`src/rtl/control_sequencer.sv`:
```
// control_sequencer: T-state ring counter and opcode decoder for the 8-bit
// bus-based microprocessor. It drives the per-cycle control word for the
// PC, MAR, ROM, IR, accumulator, B register, ALU and output register.
//
// Ports:
//   clk          system clock, rising edge
//   clr          synchronous active-high reset; also blanks the control word
//   opcode[3:0]  IR[7:4]; decoded in T4..T6
//   sig[6:0]     inc, PC_LD, PC_OE, MAR_LD, ROM_OE, IR_LD, IR_OE  (bit 0..6)
//   ext[5:0]     A_LD, A_OE, SU, ALU_OE, B_LD, OUT_LD             (bit 0..5)
//   tstate[5:0]  one-hot T-state, bit 0 = T1
//   halted       set when HLT executes, cleared only by clr
//   instr_count  retired-instruction counter, wraps
//
// Parameters:
//   FAST_NOP  nonzero: skip T-states with an all-zero control word
//   CNT_W     width of instr_count
module control_sequencer #(
  parameter int unsigned FAST_NOP = 0,
  parameter int unsigned CNT_W    = 8
) (
  input  logic             clk,
  input  logic             clr,
  input  logic [3:0]       opcode,
  output logic [6:0]       sig,
  output logic [5:0]       ext,
  output logic [5:0]       tstate,
  output logic             halted,
  output logic [CNT_W-1:0] instr_count
);

  localparam int unsigned TW = 6;

  localparam logic [TW-1:0] T1 = 6'b000001;
  localparam logic [TW-1:0] T2 = 6'b000010;
  localparam logic [TW-1:0] T3 = 6'b000100;
  localparam logic [TW-1:0] T4 = 6'b001000;
  localparam logic [TW-1:0] T5 = 6'b010000;
  localparam logic [TW-1:0] T6 = 6'b100000;

  localparam logic [3:0] OP_LDA = 4'b0000;
  localparam logic [3:0] OP_ADD = 4'b0001;
  localparam logic [3:0] OP_SUB = 4'b0010;
  localparam logic [3:0] OP_JMP = 4'b0011;
  localparam logic [3:0] OP_OUT = 4'b1110;
  localparam logic [3:0] OP_HLT = 4'b1111;

  // sig bit positions
  localparam int unsigned S_INC    = 0;
  localparam int unsigned S_PC_LD  = 1;
  localparam int unsigned S_PC_OE  = 2;
  localparam int unsigned S_MAR_LD = 3;
  localparam int unsigned S_ROM_OE = 4;
  localparam int unsigned S_IR_LD  = 5;
  localparam int unsigned S_IR_OE  = 6;

  // ext bit positions
  localparam int unsigned E_A_LD   = 0;
  localparam int unsigned E_A_OE   = 1;
  localparam int unsigned E_SU     = 2;
  localparam int unsigned E_ALU_OE = 3;
  localparam int unsigned E_B_LD   = 4;
  localparam int unsigned E_OUT_LD = 5;

  logic [TW-1:0]    tstate_q, tstate_d;
  logic             halted_q, halted_d;
  logic [CNT_W-1:0] count_q, count_d;

  logic op_nop;
  logic fast_last;
  logic end_instr;

  assign op_nop = !(opcode inside {OP_LDA, OP_ADD, OP_SUB, OP_JMP, OP_OUT, OP_HLT});

  // State register
  always_ff @(posedge clk) begin
    if (clr) begin
      tstate_q <= T1;
      halted_q <= 1'b0;
      count_q  <= '0;
    end else begin
      tstate_q <= tstate_d;
      halted_q <= halted_d;
      count_q  <= count_d;
    end
  end

  // Last active T-state of the current opcode. The NOP shortcut at T3 relies
  // on the opcode already being presented during T3.
  always_comb begin
    fast_last = 1'b0;
    case (tstate_q)
      T3:      fast_last = op_nop;
      T4:      fast_last = (opcode == OP_JMP) || (opcode == OP_OUT);
      T5:      fast_last = (opcode == OP_LDA);
      T6:      fast_last = 1'b1;
      default: fast_last = 1'b0;
    endcase
  end

  assign end_instr = (tstate_q == T6) || ((FAST_NOP != 0) && fast_last);

  // Next state: ring advance, early return to T1, HLT freeze, retire count
  always_comb begin
    tstate_d = tstate_q;
    halted_d = halted_q;
    count_d  = count_q;
    if (!halted_q) begin
      if ((tstate_q == T4) && (opcode == OP_HLT)) begin
        halted_d = 1'b1;
        count_d  = count_q + CNT_W'(1);
      end else if (end_instr) begin
        tstate_d = T1;
        count_d  = count_q + CNT_W'(1);
      end else begin
        case (tstate_q)
          T1, T2, T3, T4, T5: tstate_d = {tstate_q[TW-2:0], 1'b0};
          default:            tstate_d = T1;
        endcase
      end
    end
  end

  // Control word decode; blanked during reset and after halt
  always_comb begin
    sig = '0;
    ext = '0;
    if (!clr && !halted_q) begin
      case (tstate_q)
        T1: begin
          sig[S_PC_OE]  = 1'b1;
          sig[S_MAR_LD] = 1'b1;
        end
        T2: sig[S_INC] = 1'b1;
        T3: begin
          sig[S_ROM_OE] = 1'b1;
          sig[S_IR_LD]  = 1'b1;
        end
        T4: begin
          case (opcode)
            OP_LDA, OP_ADD, OP_SUB: begin
              sig[S_IR_OE]  = 1'b1;
              sig[S_MAR_LD] = 1'b1;
            end
            OP_JMP: begin
              sig[S_IR_OE] = 1'b1;
              sig[S_PC_LD] = 1'b1;
            end
            OP_OUT: begin
              ext[E_A_OE]   = 1'b1;
              ext[E_OUT_LD] = 1'b1;
            end
            default: ;
          endcase
        end
        T5: begin
          case (opcode)
            OP_LDA: begin
              sig[S_ROM_OE] = 1'b1;
              ext[E_A_LD]   = 1'b1;
            end
            OP_ADD, OP_SUB: begin
              sig[S_ROM_OE] = 1'b1;
              ext[E_B_LD]   = 1'b1;
            end
            default: ;
          endcase
        end
        T6: begin
          if ((opcode == OP_ADD) || (opcode == OP_SUB)) begin
            ext[E_ALU_OE] = 1'b1;
            ext[E_A_LD]   = 1'b1;
          end
          if (opcode == OP_SUB) ext[E_SU] = 1'b1;
        end
        default: ;
      endcase
    end
  end

  assign tstate      = tstate_q;
  assign halted      = halted_q;
  assign instr_count = count_q;

endmodule

```
`config.mk`:
```
export PLATFORM = sky130hd
export DESIGN_NAME = control_sequencer
export DESIGN_NICKNAME = d
export VERILOG_FILES = /design/src/rtl/control_sequencer.sv
export SDC_FILE = /design/constraint.sdc
export NUM_CORES = 1
export LEC_CHECK = 0
export CORE_ASPECT_RATIO = 0.75
export CORE_MARGIN = 3
export CORE_UTILIZATION = 48
export CTS_CLUSTER_SIZE = 30
export DETAILED_ROUTE_END_ITERATION = 8
export PLACE_DENSITY = 0.86
export SYNTH_ARGS = -nofsm -noshare
export SYNTH_HDL_FRONTEND = slang
export SYNTH_SLANG_ARGS = --single-unit
```
`constraint.sdc`:
```
create_clock -name clk -period 3.44 [get_ports clk]
set_input_delay 0.688 -clock clk [delete_from_list [all_inputs] [get_ports clk]]
set_output_delay 0.688 -clock clk [all_outputs]
set_load 0.01 [all_outputs]
```
Word-level counts from Yosys, hierarchy flattened. Index checks and enable logic that the tools add are counted.

Input port bits: 6. Register bits: 15. Word-level logic and storage cells: 57. Output and inout port bits: 28.

Add/subtract/negate cells: 1. Muxes and demuxes: 27. Reductions and logical operators: 13. Bitwise gates (word level): 2. Equal/unequal tests: 11.

Operators with widths (count): $mux 6 (3); $mux 1 (17); $mux 8 (2); $add 8x1->8 const B (1); $eq 4x2->1 const B (2); $eq 4x4->1 const B (2); $mux 7 (1); $eq 6x1->1 const B (1); $eq 6x2->1 const B (1); $eq 6x3->1 const B (1); $eq 6x4->1 const B (1); $eq 6x5->1 const B (1); $eq 6x6->1 const B (1); $pmux 1 s2 (3); $reduce_or 5->1 (1); $eq 4x1->1 const B (1); $logic_not 4->1 (1); $reduce_and 2->1 (2); $reduce_or 4->1 (1); $reduce_or 3->1 (1); $logic_and 1x1->1 (2); $logic_not 1->1 (2); $mux 2 (1); $not 1->1 (2); other kinds (3) (3).

Logic depth before layout (Yosys ltp).
Word-level depth: 5. Gate-level depth with buffers: 6. Mapped depth without buffers: 4.

Least setup slack after synthesis. OpenSTA, ideal clock, no wires.

Path type: input-to-output. From: input port clr. To: output port ext[5]. Data required time: 2.752 ns. Slack: 0.902 ns. Data arrival time: 1.850 ns. Cell stages on the path: 6. Buffers on the path: 3. Cell sequence: clkbuf_1 > clkbuf_1 > nor2_1 > nand3_1 > nor3_1 > buf_4.

Cells in the longest elaborated chain, start to end: 3.

RTL lines: start: declaration (RTL line 23) `input logic clr,`; $logic_not 1->1 (RTL line 128) `if (!clr && !halted_q) begin`; $logic_and 1x1->1 (RTL line 128); $mux 6 (RTL line 128); end: declaration (RTL line 26) `output logic [5:0] ext,`.

No other way between the ends.

Worst setup path after layout.
From: input port clr. To: output port sig[4].

Cells in the longest elaborated chain, start to end: 3.

RTL lines: $logic_not 1->1 (RTL line 128); $logic_and 1x1->1 (RTL line 128); $mux 7 (RTL line 128); end: declaration (RTL line 25) `output logic [6:0] sig,`.

No other way between the ends.

==> impl_results.rst <==
.. list-table::
   :header-rows: 1

   * - Metric
     - Value
   * - Outcome
     - finished clean
   * - Placed instance area
     - approximately 1300 µm²
   * - Buffer and inverter count on the worst path
     - 3
   * - Cells along the critical path
     - clkdlybuf4s50_1 -> nor3_1 -> buf_4 -> and4b_1 -> o21bai_1 -> clkdlybuf4s50_1
   * - Yosys top cell by area
     - dfxtp_1
   * - Total of warnings raised by yosys
     - 0
   * - Die width
     - ~58 µm
   * - Vias/cell
     - 5.86
   * - Number of hold violations in the final report
     - 0
   * - Post-synthesis sequential area ratio
     - 30.4%
   * - Num rows
     - 13
   * - Actual transition at the worst max-transition pin
     - 0.583 ns
   * - Maximum number of pins on one net before global-route repair
     - 18
   * - Final count of pins violating max slew
     - 0
   * - Total number of clock tree sinks
     - 15
   * - Total vias in the final route
     - 997
   * - Worst setup slack before clock tree synthesis
     - between 0.09 and 0.1 ns
   * - Worst Slack Setup Final
     - 0.221 ns
   * - Hold/Removal Path Class
     - register to register
   * - Global-route wire length before repair
     - 4.08 mm
   * - Cell with the most instances on the worst path
     - clkdlybuf4s50_1
   * - Layout area overhead
     - 40.1%
   * - RSZ-0062 raised after global routing
     - false
   * - Overall fraction of global-route tracks in use
     - 20.3%
   * - Net count reported at finish
     - 156
   * - Cell types with the largest area share after synthesis
     - dfxtp_1, mux2_2, nor2b_1
   * - CP Class
     - input port to primary output
   * - Worst-case vdd ir drop
     - between 0.2 and 0.25 mV
   * - TritonCTS buffer count
     - 3
   * - Post-synthesis share of cell area spent on full adders, half adders and majority gates
     - 1.27%
   * - Crit end category
     - primary output
   * - Cell family with the largest share of critical-path delay
     - buffers and inverters
   * - Final setup violation count
     - 0
   * - Share of power burned in the clock network
     - between 20% and 30%
   * - Starting utilization of the core area
     - 53.8%
   * - Final TNS setup
     - 0 ns
   * - Share of final-layout standard cells stronger than drive strength 1
     - around 17%
   * - Post-synthesis share of cell area spent on xor and xnor gates
     - under 10%
   * - Syn nets
     - 119
   * - Internal power component
     - between 200 and 300 µW
   * - Area of the multi-input gates
     - approximately 660 µm²
   * - Die extent in y
     - approximately 45 µm
   * - Register bit total from synthesis
     - 15
   * - Final period utilization
     - 93.6%
   * - WL per Instance
     - 15.4 µm
   * - Portion of netlist area occupied by mux cells
     - ~8.0%
   * - Fill cells
     - 130
   * - Arrival time worst endpoint
     - about 2.5 ns
   * - Syn avg cell area
     - 8.83 µm²
   * - Async set or reset register ratio after synthesis
     - 0%
   * - Leakage power summed over all cells
     - just over 0.5 nW
   * - Clock slew seen by the registers of the worst setup and hold paths
     - about 0.090 ns
   * - Remaining global-route overflow
     - 0
   * - Sort of element at the start of the critical path
     - input port
   * - Source-to-sink clock delay at the later pin of the worst-skew pair
     - 0.28 ns
   * - Cell area after technology mapping
     - 988 µm²
   * - Final routed DRC violation total
     - 0
   * - Die footprint
     - 2650 µm²
   * - Total power divided by cell area
     - about 270 nW/µm²
   * - Overall power after layout
     - 367 µW
   * - Post-detailed-placement half-perimeter wirelength
     - 1.98 mm
   * - Combinational Power Share
     - 20.6%
   * - Total of max-cap violations
     - 0
   * - Largest incremental delay on the critical path
     - 0.55 ns
   * - DR iter-0 viols
     - 26
   * - Number of antenna violations at the first check in global routing
     - 0
   * - Placeable Area
     - 1840 µm²
   * - Worst max-slew margin expressed relative to the limit
     - 61.1%
   * - Bufs on Longest Clock Path
     - 2
   * - Number of enable-type register cells in the synthesized netlist
     - 0
   * - Number of global-route vias before repair
     - 868
   * - Compound-gate portion of the synthesized area
     - roughly 22%
   * - Proportion of netlist area held by the largest area contributor
     - 30.4%
   * - First-pass DRT Iterations
     - 4
   * - Antenna Violating Nets Remaining
     - 0
   * - Most used flip-flop cell after synthesis
     - dfxtp_1
   * - Number of buffers added on ports
     - 33
   * - Boundary Pins
     - 34
   * - Count of inserted antenna diode cells
     - 0
   * - CTS H-tree depth
     - 1
   * - Synth unique cells
     - 40
   * - Area used by sequential logic in the layout
     - roughly 300 µm²
   * - Final period demand of the worst path
     - 3.22 ns
   * - Cell chosen for the clock root
     - clkbuf_4
   * - Non-Filler Cell Area, Final
     - 1390 µm²
   * - Final RePlAce weighted congestion
     - 0.838
   * - Area share of and/or/nand/nor cells after synthesis
     - 32.7%
   * - Combinational family with the most area after synthesis
     - simple AND/OR/NAND/NOR gates
   * - Proportion of total power due to net switching
     - 28.4%
   * - Post-Route WL
     - 2.62 mm
   * - Worst-path maximum fanout
     - 4
   * - Clock tree from TritonCTS
     - yes
   * - Clock skew
     - about 0.0046 ns
   * - Fmax achieved
     - 311 MHz
   * - Gate count of the mapped netlist
     - roughly 110
   * - Slowest cell on the critical path
     - clkdlybuf4s50_1
   * - Data required, critical path
     - 2.75 ns
   * - Switching power
     - roughly 100 µW
   * - Sequential Power Share
     - 51.7%
## worst reg2reg max path, stage by stage (launching register included)
cell and delay, ns:
dfxtp_1 0.51, nor3b_4 0.38, nand3_4 0.19, a211oi_1 0.39, mux2_2 0.37
## layout by cell type, fill, tap and decap left out, types with 3 or more instances in the layout
master	n
o211ai_1	3
nor2_1	12
nor2b_1	9
a211oi_1	5
clkbuf_4	3
nand2_1	3
nand4_1	5
a21oi_1	4
a21o_2	3
nand3_1	4
buf_4	3
nor3_1	3
clkdlybuf4s50_1	32
dfxtp_1	15
inv_1	5
mux2_2	6
## per-stage QoR
stage | std cells | hold WS [ns] | utilization, %
2_1_floorplan | 112 | 0.555 | -
3_3_place_gp | 165 | 0.548 | 73.0
3_5_place_dp | 165 | 0.560 | 73.0
4_1_cts | 169 | 0.576 | 74.5
5_1_grt | 170 | 0.600 | 75.4
6_report | 170 | 0.576 | 75.4
## per-layer routing
metal / global-route usage (%) / up-vias / share of wire, %
li1: - / 495 / -
met1: 28.8 / 470 / 49
met2: 29.4 / 28 / 45
met3: 6.57 / 4 / 5.1
met4: 5.09 / 0 / 0.88
met5: 0 / - / 0
## cells in the mapped netlist, types with 2 or more instances
cell	n
nor3_1	3
a21oi_1	4
o21ai_0	2
nand3_1	4
a21o_2	3
nor2_1	12
nand2_1	3
inv_1	5
nor2b_1	9
and2_1	2
o21bai_1	2
clkbuf_1	3
o211ai_1	3
dfxtp_1	15
a211o_2	2
and3_1	2
a211oi_1	5
nand4_1	5
and4_1	2
mux2_2	6
## final timing paths
kind | from | to | slack (ns) | depth (start not counted)
max | clr | sig[4] | 0.22 | 6
min | instr_count[1] | instr_count[1] | 0.58 | 2
max reg2reg | tstate[3] | instr_count[7] | 1.49 | 4
min reg2reg | instr_count[1] | instr_count[1] | 0.58 | 2
## kinds of logic (layout without fill, tap and decap cells)
| logic type | after synthesis | after routing |
|---|---|---|
| DFF | 15 | 15 |
| AOI/OAI and AO/OA | 27 | 27 |
| buffers and inverters | 9 | 45 |
| xor gates and xnor gates | 2 | 2 |
| and+or+nand+nor | 51 | 51 |
| adders and majority gates | 1 | 1 |
| muxes | 7 | 7 |
## power groups by stage
stage,Sequential [mW],Combinational (mW),Clock [mW]
2_1_floorplan,0.194,0.0381,0
3_3_place_gp,0.193,0.0732,0
3_5_place_dp,0.193,0.0742,0
4_1_cts,0.189,0.0751,0.106
5_1_grt,0.191,0.0814,0.112
6_report,0.190,0.0758,0.102
## what timing repair did
action                     in CTS  in global routing
gates resized for setup         0                  2
setup endpoints to repair       0                  1
buffers inserted                0                  1
hold buffers                    0                  0
## layout make-up
| class | instances | share of cell area (%) |
|---|---|---|
| multi-input cells | 88 | 47.4 |
| clock buffers | 4 | 1.90 |
| inverters | 5 | 1.36 |
| flip-flops and latches | 15 | 21.7 |
| repair buffers | 36 | 25.7 |
| well taps | 22 | 1.99 |
## sequential cells by signal (all words and copies together) (netlist names)
signal,cells
tstate,6
halted,1
instr_count,8
Power figures use the tool's default switching activity.
